<file path="src/rtl/fetch_unit.sv">
// IF stage of the RV32I pipeline: PC register, next-PC selection, single-outstanding
// req/gnt/rvalid instruction fetch with redirect squashing, and the IF/ID register.
module fetch_unit #(
  parameter logic [31:0] RESET_PC  = 32'h0000_0000,
  parameter logic [31:0] NOP_INSTR = 32'h0000_0013
) (
  input  logic        clk,
  input  logic        rstn,
  input  logic        stall_IF,
  input  logic        flush_IF,
  input  logic [2:0]  NPCOp,
  input  logic [31:0] NPCImm,
  input  logic [31:0] base_PC,
  input  logic [31:0] alu_result_EX,
  output logic        imem_req,
  output logic [31:0] imem_addr,
  input  logic        imem_gnt,
  input  logic        imem_rvalid,
  input  logic [31:0] imem_rdata,
  output logic [31:0] PC_IF,
  output logic [31:0] PC_ID,
  output logic [31:0] instr_ID,
  output logic        valid_ID
);

  localparam logic [2:0] NPC_PLUS4  = 3'b000;
  localparam logic [2:0] NPC_BRANCH = 3'b001;
  localparam logic [2:0] NPC_JUMP   = 3'b010;
  localparam logic [2:0] NPC_JALR   = 3'b100;

  typedef enum logic [1:0] {S_REQ, S_WAIT, S_DROP} state_e;

  state_e      state_q, state_d;
  logic [31:0] pc_q, pc_d;
  logic [31:0] buf_q, buf_d;
  logic        buf_valid_q, buf_valid_d;
  logic [31:0] pc_id_q, pc_id_d;
  logic [31:0] instr_id_q, instr_id_d;
  logic        valid_id_q, valid_id_d;

  logic        req;
  logic        fire;
  logic        rdata_hit;
  logic        avail;
  logic [31:0] avail_instr;
  logic        redirect;
  logic [31:0] target;

  always_comb begin
    unique case (NPCOp)
      NPC_BRANCH, NPC_JUMP: target = base_PC + NPCImm;
      NPC_JALR:             target = alu_result_EX & ~32'h1;
      default:              target = pc_q + 32'd4;
    endcase
  end

  always_comb begin
    req         = (state_q == S_REQ) && !buf_valid_q;
    fire        = req && imem_gnt;
    rdata_hit   = (state_q == S_WAIT) && imem_rvalid;
    avail       = rdata_hit || buf_valid_q;
    avail_instr = rdata_hit ? imem_rdata : buf_q;
    redirect    = (NPCOp != NPC_PLUS4) && !stall_IF;

    state_d     = state_q;
    pc_d        = pc_q;
    buf_d       = buf_q;
    buf_valid_d = buf_valid_q;
    pc_id_d     = pc_id_q;
    instr_id_d  = instr_id_q;
    valid_id_d  = valid_id_q;

    unique case (state_q)
      S_REQ:   if (fire) state_d = S_WAIT;
      S_WAIT:  if (imem_rvalid) state_d = S_REQ;
      S_DROP:  if (imem_rvalid) state_d = S_REQ;
      default: state_d = S_REQ;
    endcase

    if (stall_IF) begin
      if (rdata_hit) begin
        buf_d       = imem_rdata;
        buf_valid_d = 1'b1;
      end
    end else if (redirect || flush_IF) begin
      pc_d        = redirect ? target : pc_q + 32'd4;
      buf_valid_d = 1'b0;
      pc_id_d     = '0;
      instr_id_d  = NOP_INSTR;
      valid_id_d  = 1'b0;
      // A request granted now or still awaiting its response belongs to the old path.
      if (fire || ((state_q == S_WAIT) && !imem_rvalid))
        state_d = S_DROP;
    end else if (avail) begin
      pc_id_d     = pc_q;
      instr_id_d  = avail_instr;
      valid_id_d  = 1'b1;
      pc_d        = pc_q + 32'd4;
      buf_valid_d = 1'b0;
    end else begin
      pc_id_d    = '0;
      instr_id_d = NOP_INSTR;
      valid_id_d = 1'b0;
    end
  end

  always_ff @(posedge clk or negedge rstn) begin
    if (!rstn) begin
      state_q     <= S_REQ;
      pc_q        <= RESET_PC;
      buf_q       <= '0;
      buf_valid_q <= 1'b0;
      pc_id_q     <= '0;
      instr_id_q  <= NOP_INSTR;
      valid_id_q  <= 1'b0;
    end else begin
      state_q     <= state_d;
      pc_q        <= pc_d;
      buf_q       <= buf_d;
      buf_valid_q <= buf_valid_d;
      pc_id_q     <= pc_id_d;
      instr_id_q  <= instr_id_d;
      valid_id_q  <= valid_id_d;
    end
  end

  assign imem_req  = req;
  assign imem_addr = pc_q;
  assign PC_IF     = pc_q;
  assign PC_ID     = pc_id_q;
  assign instr_ID  = instr_id_q;
  assign valid_ID  = valid_id_q;

endmodule

</file>
<file path="config.mk">
export PLATFORM = sky130hd
export DESIGN_NAME = fetch_unit
export DESIGN_NICKNAME = d
export VERILOG_FILES = /design/src/rtl/fetch_unit.sv
export SDC_FILE = /design/constraint.sdc
export NUM_CORES = 1
export LEC_CHECK = 0
export ABC_AREA = 0
export CAP_MARGIN = 10
export CORE_MARGIN = 2
export CORE_UTILIZATION = 51
export DETAILED_ROUTE_END_ITERATION = 12
export GPL_ROUTABILITY_DRIVEN = 0
export HOLD_SLACK_MARGIN = 0.03
export PLACE_DENSITY = 0.88
export SLEW_MARGIN = 20
export SYNTH_ARGS = -nofsm -noshare
export SYNTH_HDL_FRONTEND = slang
export SYNTH_SLANG_ARGS = --single-unit
</file>
<file path="constraint.sdc">
create_clock -name clk -period 6.2 [get_ports clk]
set_input_delay 1.24 -clock clk [delete_from_list [all_inputs] [get_ports clk]]
set_output_delay 1.24 -clock clk [all_outputs]
set_load 0.005 [all_outputs]
</file>
# Word-level counts from Yosys, hierarchy flattened
# Cells that the tools add are included.
# classes
n_addsub	2
eq_ne	6
mux	21
bitwise_logic	1
n_reduce_logical	19
# op_table
cell	count
32-bit two-way mux	8
32-bit case mux with 2 select lines	1
32-bit by 3-bit adder with 32-bit output (second input constant)	1
32-bit adder	1
2-bit two-way mux	5
1-bit two-way mux	6
3-bit nonzero test	2
1-bit logical AND	5
2-bit case mux with 2 select lines	1
2-bit AND reduction	2
2-bit OR reduction	2
3-bit by 1-bit == test with 1-bit output (second input constant)	1
3-bit by 2-bit == test with 1-bit output (second input constant)	1
3-bit == test (second input constant)	1
1-bit logical NOT	3
1-bit logical OR	3
2-bit by 1-bit == test with 1-bit output (second input constant)	1
2-bit == test (second input constant)	1
2-bit logical NOT	1
2-bit by 1-bit != test with 1-bit output (second input constant)	1
2-bit nonzero test	1
1-bit NOT	1
# totals
ff_bits	132
input_bits	137
out_inout_bits	130
elab_cells	56

# Depth between registers and ports, before layout
# logic_depth
depth_word	8
ltp_mapped	11

# Worst setup path before layout
# OpenSTA, ideal clock, no wires.
# synth_path
path_kind	input to register
from	input port NPCImm[0]
to	register pc_q[16], in the netlist PC_IF[16]
setup_time_ps	87
arrival_time_ps	3202
t_required_ps	6113
path_slack_ps	2912
cell_stages	11
path_cell_list	ha_1 -> inv_1 -> fa_1 -> nor2b_1 -> o2111ai_1 -> a31oi_2 -> o21ai_2 -> a21oi_1 -> o21ai_1 -> a2111o_1 -> o211ai_1
# synth_via
elab_chain_len	4
# synth_rtl
item	line	text
start, declared	12	input logic [31:0] NPCImm,
32-bit adder	51	NPC_BRANCH, NPC_JUMP: target = base_PC + NPCImm;
32-bit case mux with 2 select lines	50	unique case (NPCOp)
32-bit two-way mux	86	pc_d = redirect ? target : pc_q + 32'd4;
32-bit two-way mux	85	end else if (redirect || flush_IF) begin
end signal, assigned	118	pc_q <= pc_d;
end, declared	34	logic [31:0] pc_q, pc_d;
# Every way passes these cells.
# A chain may end at the register's enable or synchronous reset.

# Final worst setup path
# layout_path
from	input port imem_rvalid
to	register pc_q[22], in the netlist PC_IF[22]
# layout_via
elab_chain_len	4
# layout_rtl
item	line	text
start, declared	18	input logic imem_rvalid,
1-bit logical AND	60	rdata_hit = (state_q == S_WAIT) && imem_rvalid;
1-bit logical OR	61	avail = rdata_hit || buf_valid_q;
2-bit nonzero test (no line)	-	
2-bit AND reduction (no line)	-	
# Every way passes these cells.

==> run_results.csv <==
group,metric,value,unit
clock_tree,cts_root_buf,"clkbuf_16",
routing,wl_per_cell,18.7,um
routing,avgViaCountPerCell,5.92,
timing,slew_violations,0,
global_routing,first_global_vias,7295,
synthesis,async_flop_share,1.00,
critical_path,cp-end-kind,"flip-flop",
job,max-cap-violations,0,
clock_tree,worstSkewPairLatency,0.41,ns
clock_tree,cts_tree,"done",
synthesis,syn-num-nets,1011,
critical_path,reg2reg_to,"PC_IF[22]$_DFFE_PN0P_",
routing,first_pass_iters,6,
status,status,"finished clean",
synthesis,synth_top_area_frac,0.399,
final_layout,layout-drive-gt1-share,0.0933,
synthesis,synth_seq_area_share,0.409,
synthesis,syn_inst,838,
global_routing,grt_overflow_total,0,
clock_tree,clock_sink_count,132,
routing,ant_nets,0,
final_layout,layout.nets,1233,
critical_path,path_class,"primary input to flip-flop",
routing,drc_errors,0,
critical_path,cp-startpoint,"imem_rvalid",
timing,hold_violations,0,
global_routing,antenna_found_initial,0,
timing,fmax,0.257,GHz
routing,routed_wl,24100,um
synthesis,synthFlopType,"dfrtp_1",
global_routing,grt_pass1_wl,37200,um
power,leakage,4.67,nW
power,powerDensity,328,mW/mm2
timing,setup_viol,0,
floorplanning,core_area,0.0157,mm2
critical_path,rr_worst_depth,9,
timing,setup_tns,0,ns
placed_design,dpl_cell_area,0.0107,mm2
placed_design,io_buffers,265,
floorplanning,fp-row-count,46,
synthesis,syn_area_per_cell,9.65,um2
clock_tree,post-cts-setup-buffers,0,
global_routing,grt_max_degree,68,
critical_path,critical_path_arrival,4.23,ns
global_routing,grt_usage,0.281,
clock_tree,cts_hold_buf,0,
routing,drt_iter0_markers,682,
clock_tree,ctsResizeCount,0,
critical_path,timing.rr.start,"state_q[1]$_DFF_PN0_",
critical_path,crit_end,"PC_IF[22]$_DFFE_PN0P_",
final_layout,antenna_cells,0,
timing,period_needed,3.89,ns
floorplanning,die_area,0.0169,mm2
synthesis,synth_area,0.00809,mm2
power,ir_drop,0.165,mV
critical_path,cp_max_fo,34,
final_layout,area_growth,39.9,%
synthesis,yosys_warnings,0,
min_path,min_path_type,"flip-flop to flip-flop",
floorplanning,die_h,130,um
timing,rsz0062_at_grt,"false",
synthesis,synth_most_common_cell,"dfrtp_1",
clock_tree,htree_levels,4,
synthesis,yosysUniqueCellTypes,70,
synthesis,synthTopCellsByCount,"dfrtp_1, nand2_1, o21ai_0",
critical_path,cp-start-kind,"primary input",
final_layout,final_cell_area,0.0113,mm2
timing,tightestPinTransition,0.935,ns
floorplanning,start_util,0.515,
floorplanning,die_x,130,um
synthesis,synth_edf_count,0,
timing,relSlewSlack,0.374,
synthesis,ys_seq_elements,132,
timing,fin_crit_sh,0.627,
synthesis,synth_largest_area_cell,"dfrtp_1",
clock_tree,clockBufferDepth,2,
floorplanning,pin_count,267,
routing,vias,7626,
clock_tree,path_clk_slew,0.06,ns
critical_path,reg2reg_slack,3.00,ns
clock_tree,numCtsBuffers,17,
placed_design,hpwl,17900,um
critical_path,critPathRequiredTime,6.55,ns
synthesis,synth_area_leaders,"dfrtp_1, ha_1, o21ai_0",
timing,fin_worst_skew,0.0224,ns
layer usage:
layer | part of all wire | global-route usage
met2 | 0.49 | 0.476
met1 | 0.42 | 0.364
met3 | 0.080 | 0.0623
met4 | 0.015 | 0.0784
met5 | 0 | 0
cell families after synthesis:
kind of cell,count (synthesis),synth area share
flops,132,0.409
xor+xnor,22,0.0238
fa+ha+maj,36,0.0566
simple gates,218,0.135
buf+inv,89,0.0566
compound gates,276,0.234
mux,65,0.0854
worst min-delay path by stage:
| stage | from | end | slack, ns | depth (start not counted) |
|---|---|---|---|---|
| global route | instr_ID[0]$_DFFE_PN1N_ | instr_ID[0]$_DFFE_PN1N_ | 0.51 | 1 |
| global placement | valid_ID$_DFFE_PN0N_ | valid_ID$_DFFE_PN0N_ | 0.46 | 2 |
| finish | instr_ID[11]$_DFFE_PN0N_ | instr_ID[11]$_DFFE_PN0N_ | 0.48 | 2 |
| CTS | instr_ID[15]$_DFFE_PN0N_ | instr_ID[15]$_DFFE_PN0N_ | 0.49 | 2 |
| floorplan | valid_ID$_DFFE_PN0N_ | valid_ID$_DFFE_PN0N_ | 0.47 | 2 |
| detailed placement | instr_ID[26]$_DFFE_PN0N_ | instr_ID[26]$_DFFE_PN0N_ | 0.47 | 2 |
where the power goes:
part | total [mW] | internal [mW] | switching (mW)
Sequential | 1.38 | 1.10 | 0.287
Combinational | 1.29 | 0.764 | 0.528
Clock | 1.04 | 0.664 | 0.372
Total | 3.71 | 2.52 | 1.19
cell type report:
type / count / area (um2)
fillers: 1158 / 4400
multi-input cells: 617 / 4340
flip-flops and latches: 132 / 3310
repair buffers: 274 / 2720
clock buffers: 20 / 467
well taps: 216 / 270
clock inverters: 11 / 149
inverters: 18 / 67.6
registers in the layout, summed over array words and instances, names as in the netlist:
register	flops
PC_IF	32
buf_q	32
valid_ID	1
PC_ID	32
state_q	2
instr_ID	32
buf_valid_q	1
metrics by stage:
step	utilization	total power, mW	setup WS (ns)	hold slack (ns)	instances
floorplan	-	2.03	2.91	0.474	838
global placement	0.681	2.61	2.01	0.462	1257
detailed placement	0.681	2.67	1.93	0.472	1257
CTS	0.720	3.72	2.36	0.487	1288
global route	0.720	3.91	2.13	0.506	1288
finish	0.720	3.71	2.31	0.480	1288
placed cells by master (no fill, tap or decap), types with 15 or more instances in the layout:
| cell | n |
|---|---|
| dfrtp_1 | 129 |
| a21o_1 | 15 |
| a22o_1 | 37 |
| nor2_1 | 34 |
| mux2i_1 | 33 |
| nand2_1 | 84 |
| nand3_1 | 19 |
| o21ai_0 | 74 |
| mux2_2 | 32 |
| a21oi_1 | 42 |
| clkdlybuf4s50_1 | 263 |
| nor3_1 | 20 |
| ha_1 | 35 |
| clkbuf_16 | 17 |
| inv_1 | 18 |
critical path, stage by stage:
cell and delay (ns):
clkdlybuf4s50_1 0.49, and2_2 0.14, buf_4 0.48, nor2_1 0.27, a21oi_2 0.71, nand2_2 0.32, o41ai_1 0.40, a221o_1 0.15
(Power assumes the default switching activity.)
